**src/rtl/apb_req_arbiter_if.sv**
```systemverilog
// apb_req_arbiter_if: APB3 bus between the request arbiter (master) and the interconnect (slave)
interface apb_req_arbiter_if #(
    parameter int ADDR_WIDTH = 32,
    parameter int DATA_WIDTH = 32
);
    logic [ADDR_WIDTH-1:0] paddr;
    logic                  psel;
    logic                  penable;
    logic                  pwrite;
    logic [DATA_WIDTH-1:0] pwdata;
    logic                  pready;
    logic [DATA_WIDTH-1:0] prdata;
    modport master (output paddr, psel, penable, pwrite, pwdata, input pready, prdata);
    modport slave (input paddr, psel, penable, pwrite, pwdata, output pready, prdata);
endinterface

```
**src/rtl/apb_req_arbiter.sv**
```systemverilog
// apb_req_arbiter: round-robin arbiter sequencing requester transfers onto an APB3 master port
module apb_req_arbiter #(
    parameter int NREQ       = 2,
    parameter int DATA_WIDTH = 32,
    parameter int ADDR_WIDTH = 32,
    parameter int TIMEOUT    = 256
) (
    input  logic                       PCLK,
    input  logic                       PRESETn,
    input  logic [NREQ-1:0]            req_valid,
    input  logic [NREQ-1:0]            req_write,
    input  logic [NREQ*ADDR_WIDTH-1:0] req_addr,
    input  logic [NREQ*DATA_WIDTH-1:0] req_wdata,
    output logic [NREQ-1:0]            req_done,
    output logic [DATA_WIDTH-1:0]      rsp_rdata,
    output logic                       rsp_err,
    output logic                       busy,
    apb_req_arbiter_if.master          apb
);
    localparam int IW = NREQ > 1 ? $clog2(NREQ) : 1;
    localparam int CW = TIMEOUT > 0 ? $clog2(TIMEOUT + 1) : 1;
    localparam logic [CW-1:0] CLAST = CW'(TIMEOUT > 0 ? TIMEOUT - 1 : 0);

    typedef enum logic [1:0] {IDLE, SETUP, ACCESS} state_t;

    state_t          state, nxt;
    logic [IW-1:0]   last, win;
    logic [CW-1:0]   cnt;
    logic [NREQ-1:0] elig, last_oh, done_n;
    logic            fin, any, take, psel_n, penable_n;

    function automatic logic [IW-1:0] rr(input logic [IW-1:0] base, input int k);
        int s = int'(base) + k;
        return IW'(s >= NREQ ? s - NREQ : s);
    endfunction

    always_ff @(posedge PCLK or negedge PRESETn)
        if (!PRESETn) state <= IDLE;
        else state <= nxt;

    // a requester whose done is pending or pulsing still holds valid, so it sits out
    always_comb begin
        last_oh = NREQ'(1) << last;
        fin = state == ACCESS && (apb.pready || (TIMEOUT != 0 && cnt == CLAST));
        elig = req_valid & ~req_done & (state == ACCESS ? ~last_oh : '1);
        any = |elig;
        win = last;
        for (int k = NREQ; k >= 1; k--)
            if (elig[rr(last, k)]) win = rr(last, k);
        take = (state == IDLE || fin) && any;
        nxt = state == SETUP ? ACCESS : (state == ACCESS && !fin) ? ACCESS : take ? SETUP : IDLE;
    end

    always_comb begin
        psel_n = nxt != IDLE;
        penable_n = nxt == ACCESS;
        done_n = fin ? last_oh : '0;
    end

    always_ff @(posedge PCLK or negedge PRESETn)
        if (!PRESETn) begin
            last <= IW'(NREQ - 1);
            cnt <= '0;
            req_done <= '0;
            rsp_rdata <= '0;
            rsp_err <= 1'b0;
            busy <= 1'b0;
            apb.psel <= 1'b0;
            apb.penable <= 1'b0;
            apb.pwrite <= 1'b0;
            apb.paddr <= '0;
            apb.pwdata <= '0;
        end else begin
            apb.psel <= psel_n;
            apb.penable <= penable_n;
            busy <= psel_n;
            req_done <= done_n;
            if (fin) begin
                rsp_rdata <= apb.pready && !apb.pwrite ? apb.prdata : '0;
                rsp_err <= !apb.pready;
            end
            if (take) begin
                last <= win;
                cnt <= '0;
                apb.pwrite <= req_write[win];
                apb.paddr <= req_addr[int'(win)*ADDR_WIDTH +: ADDR_WIDTH];
                apb.pwdata <= req_wdata[int'(win)*DATA_WIDTH +: DATA_WIDTH];
            end else if (state == ACCESS) begin
                cnt <= cnt + 1'b1;
            end
        end
endmodule

```
**src/flat_wrapper.sv**
```systemverilog
// flat-port wrapper written by rule: the top's interface ports become plain ports
module apb_req_arbiter_flat 
#(
    parameter int NREQ       = 2,
    parameter int DATA_WIDTH = 32,
    parameter int ADDR_WIDTH = 32,
    parameter int TIMEOUT    = 256
)
  (PCLK, PRESETn, req_valid, req_write, req_addr, req_wdata, req_done, rsp_rdata, rsp_err, busy, apb_paddr, apb_psel, apb_penable, apb_pwrite, apb_pwdata, apb_pready, apb_prdata);
  apb_req_arbiter_if #(.ADDR_WIDTH(ADDR_WIDTH), .DATA_WIDTH(DATA_WIDTH)) apb_i ();
  input  logic PCLK;
  input  logic PRESETn;
  input  logic [NREQ-1:0] req_valid;
  input  logic [NREQ-1:0] req_write;
  input  logic [NREQ*ADDR_WIDTH-1:0] req_addr;
  input  logic [NREQ*DATA_WIDTH-1:0] req_wdata;
  output logic [NREQ-1:0] req_done;
  output logic [DATA_WIDTH-1:0] rsp_rdata;
  output logic rsp_err;
  output logic busy;
  output wire logic [$bits(apb_i.paddr)-1:0] apb_paddr;
  output wire logic [$bits(apb_i.psel)-1:0] apb_psel;
  output wire logic [$bits(apb_i.penable)-1:0] apb_penable;
  output wire logic [$bits(apb_i.pwrite)-1:0] apb_pwrite;
  output wire logic [$bits(apb_i.pwdata)-1:0] apb_pwdata;
  input wire logic [$bits(apb_i.pready)-1:0] apb_pready;
  input wire logic [$bits(apb_i.prdata)-1:0] apb_prdata;
  assign apb_paddr = apb_i.paddr;
  assign apb_psel = apb_i.psel;
  assign apb_penable = apb_i.penable;
  assign apb_pwrite = apb_i.pwrite;
  assign apb_pwdata = apb_i.pwdata;
  assign apb_i.pready = apb_pready;
  assign apb_i.prdata = apb_prdata;
  apb_req_arbiter #(.NREQ(NREQ), .DATA_WIDTH(DATA_WIDTH), .ADDR_WIDTH(ADDR_WIDTH), .TIMEOUT(TIMEOUT)) u_core (.PCLK(PCLK), .PRESETn(PRESETn), .req_valid(req_valid), .req_write(req_write), .req_addr(req_addr), .req_wdata(req_wdata), .req_done(req_done), .rsp_rdata(rsp_rdata), .rsp_err(rsp_err), .busy(busy), .apb(apb_i));
endmodule
```
**config.mk**
```make
export PLATFORM = sky130hd
export DESIGN_NAME = apb_req_arbiter_flat
export DESIGN_NICKNAME = d
export VERILOG_FILES = /design/src/rtl/apb_req_arbiter_if.sv /design/src/rtl/apb_req_arbiter.sv /design/src/flat_wrapper.sv
export SDC_FILE = /design/constraint.sdc
export NUM_CORES = 1
export LEC_CHECK = 0
export CELL_PAD_IN_SITES_DETAIL_PLACEMENT = 2
export CELL_PAD_IN_SITES_GLOBAL_PLACEMENT = 2
export CORE_MARGIN = 2
export CORE_UTILIZATION = 22
export DETAILED_ROUTE_END_ITERATION = 12
export PLACE_DENSITY = 0.82
export SYNTH_ARGS = -nofsm -noshare
export SYNTH_HDL_FRONTEND = slang
export SYNTH_SLANG_ARGS = --single-unit
```
**constraint.sdc**
```tcl
create_clock -name PCLK -period 2 [get_ports PCLK]
set_clock_uncertainty 0.05 [all_clocks]
set_input_delay 0.2 -clock PCLK [delete_from_list [all_inputs] [get_ports PCLK]]
set_output_delay 0.2 -clock PCLK [all_outputs]
set_load 0.02 [all_outputs]
```
==> impl_results.md <==
* Run status: finished with violations
* Failing checks: setup timing
* Initial antenna violation count at 0
* Max Fclk at 476.2 MHz
* Via density at 4.314
* Post-Synth Simple-Gate Area at 7.576%
* Drc violations at 0
* Top cells by area, synth: dfrtp_1 54%, mux2_2 20%, mux2_1 8.4%
* Die Y at 158.0 um
* Placed cell area at 8509 sq um
* Die area at 24970 sq um
* Worst min path class: input port to async pin
* Critical Path Max Stage Delay at 0.38 ns
* Total of max-cap violations at 0
* Worst Path Max Fanout at 6
* Normalized max-slew margin at 69.21%
* Final worst slack at -0.09984 ns
* Nets at 908
* Most used DFF post-synth: dfrtp_1
* Leakage power total at 4.135 nW
* Critical Path AT at 2.33 ns
* Final Instance Area at 9898 sq um
* Adder-Cell Fraction of Synth Area at 0.4795%
* CTS buffer count at 17
* Tot GR Track Use at 16.11%
* Critical path, cell by cell: and3_4 > nand2_4 > nor2_4 > ha_4 > o22ai_4 > a21oi_4 > buf_6 > buf_12 > clkbuf_16 > mux2_4
* DR iter-0 viols at 123
* Placed cell count at 1014
* Area grow syn2layout at 89.67%
* Worst Setup End Kind: flop
* Ant. Diodes at 0
* Total congestion overflow at 0
* Register bit total from synthesis at 114
* Clock-pin slew on the worst setup and hold paths at 0.06 ns
* Most frequent cells in the layout: 268 x clkdlybuf4s50_1, 113 x dfrtp_1, 66 x nand2_1
* Count of cell types in the netlist at 30
* Layout Cells excl Fill at 1071
* Post-Syn Area at 5219 sq um
* Clk sinks at 114
* Hold Vio Cnt, Final at 0
* Post-Route WL at 22010 um
* Syn nets at 592
* Critical Path Start Type: flop
* Ports at 270
* Complex-gate fraction of the synthesized area at 4.411%
* Initial core utilization at 22.30%
* Largest family of logic cells by synthesized area: multiplexers
* Synth Area in XOR/XNOR at 1.007%
* Fin crit period at 2.100 ns
* CP max stage cell: dfrtp_1
* Fill count at 2394
* Post-route clock period utilization at 105.0%
* CTS tree: done
* Yosys top cell area share at 54.18%
* Post-route ant nets at 0
* Final setup fails at 66
* Gate Count Post-Synth at 423
* Peak supply drop at 0.6058 mV
* Async SR Flop Fraction at 100.0%
* RSZ-0062 raised after global routing: true
* Most common cell after layout, fill and taps aside: clkdlybuf4s50_1
* Max clock buf depth at 2
* Leading area contributor after synthesis: dfrtp_1
* DR vias at 4620
* CTS root buffer: clkbuf_16
* Port bufs at 269
* Core area at 23400 sq um
* Number of enable flip-flop cells after synthesis at 0
* Dpl hpwl at 14280 um
* WL per Instance at 20.55 um
* Gp weighted congestion at 0.6981
* Largest net degree at the start of global routing at 47
* Number of global-route vias before repair at 5166
* TritonRoute pass-1 iters at 4
* Post-synthesis mux area share at 28.43%
* Crit path kind: flop to flop
* Worst-Skew Late Latency at 0.41 ns
* Worst-margin pin slew at 0.4618 ns
* Post-synthesis sequential area ratio at 54.69%
* Pwr/cell area at 1647 nW/um^2
* Required time of the critical path at 2.23 ns
* First-pass GRT wire length at 30180 um
* Htree depth at 4
* Row count at 56
* Die W at 158.0 um
* Final-report max-slew violation count at 0
* Avg Synthesized Cell Area at 12.34 sq um
* Ys Warns at 0
* Layout cells sized above 1 at 27.13%
==> cell families after synthesis <==
group           count (synthesis)
fa+ha+maj                       2
simple gates                   94
mux                           132
compound gates                 44
xor+xnor                        6
buf+inv                        31
flops                         114
==> flip-flops by register name, summed over array words and instances (netlist names) <==
| name | count |
|---|---|
| u_core.last | 1 |
| u_core.apb.paddr | 32 |
| u_core.apb.penable | 1 |
| u_core.apb.psel | 1 |
| u_core.cnt | 9 |
| u_core.rsp_rdata | 32 |
| u_core.apb.pwdata | 32 |
| u_core.apb.pwrite | 1 |
| u_core.rsp_err | 1 |
| u_core.req_done | 2 |
| u_core.state | 2 |
==> metrics by stage <==
step	utilization, %	worst slack, ns	power [W]	hold slack [ns]	TNS (ns)
after global routing	42.30	-0.1929	0.01716	0.2876	-10.43
after CTS	40.83	-0.1448	0.01578	0.2527	-7.549
after global placement	36.36	-0.1845	0.01113	0.1233	-12.39
after floorplan	-	-0.01961	0.007794	-0.1456	-0.3464
final	42.30	-0.09984	0.01630	0.2668	-3.322
after detailed placement	36.36	-0.2078	0.01142	0.1276	-12.68
==> layer usage <==
layer / share of wire (%) / GRT usage [%]
met5: 0 / 0
met3: 9.3 / 6.570
met2: 52 / 29.59
met4: 0.54 / 2.831
met1: 38 / 17.57
==> final timing paths <==
path,depth (start not counted),slack (ns),from,end
max in group asynchronous,3,0.96,PRESETn,u_core.last
min in group PCLK,3,0.30,apb_prdata[23],u_core.rsp_rdata[23]
setup reg to reg,10,-0.1,u_core.cnt[5],u_core.apb.paddr[23]
setup / recovery,10,-0.1,u_core.cnt[5],u_core.apb.paddr[23]
hold / removal,2,0.27,PRESETn,u_core.apb.pwdata[3]
hold reg to reg,2,0.43,u_core.rsp_rdata[16],u_core.rsp_rdata[16]
==> synthesized netlist by cell type, types with 2 or more instances <==
library cell    n
dfrtp_1       113
mux2_2         91
nand2_1        68
mux2_1         39
o21ai_0        36
clkbuf_1       12
nor2_1         12
buf_2           7
buf_6           5
xor2_1          5
a21oi_1         4
buf_4           4
inv_1           3
nand4_1         3
and3_1          2
ha_1            2
mux2i_1         2
nand2b_1        2
nor2b_1         2
==> where the power goes <==
group	internal [W]	switching, W	total [W]
combinational	0.00517	0.00414	0.00931
clock	0.00175	0.00119	0.00294
sequential	0.00339	0.000658	0.00405
==> cell type report <==
class | count | area (sq um) | area share, %
timing repair buffer | 325 | 3546 | 35.82
sequential | 114 | 2854 | 28.83
multi-input combinational | 278 | 2520 | 25.46
clock buffer | 18 | 439.2 | 4.437
tap | 319 | 399.1 | 4.032
clock inverter | 14 | 128.9 | 1.302
inverter | 3 | 11.26 | 0.1138
==> worst max-delay path: cells and delay by family, from the launching register on <==
kind                     cells  cell delay, ns
AO/OA/AOI/OAI                2            0.24
flip-flops                   1            0.38
adder cells (fa/ha/maj)      1            0.16
multiplexers                 1            0.30
buffers and inverters        3            0.43
AND/OR/NAND/NOR              3            0.40
==> what timing repair did <==
action	CTS	global route
hold buffers	1	0
gates cloned	7	7
pin swaps	4	12
endpoints found under the hold margin	28	0
setup buffers	9	3
resized for setup	61	38
endpoints found under the setup margin	75	91
No activity file was read; power rests on OpenSTA's default activity.
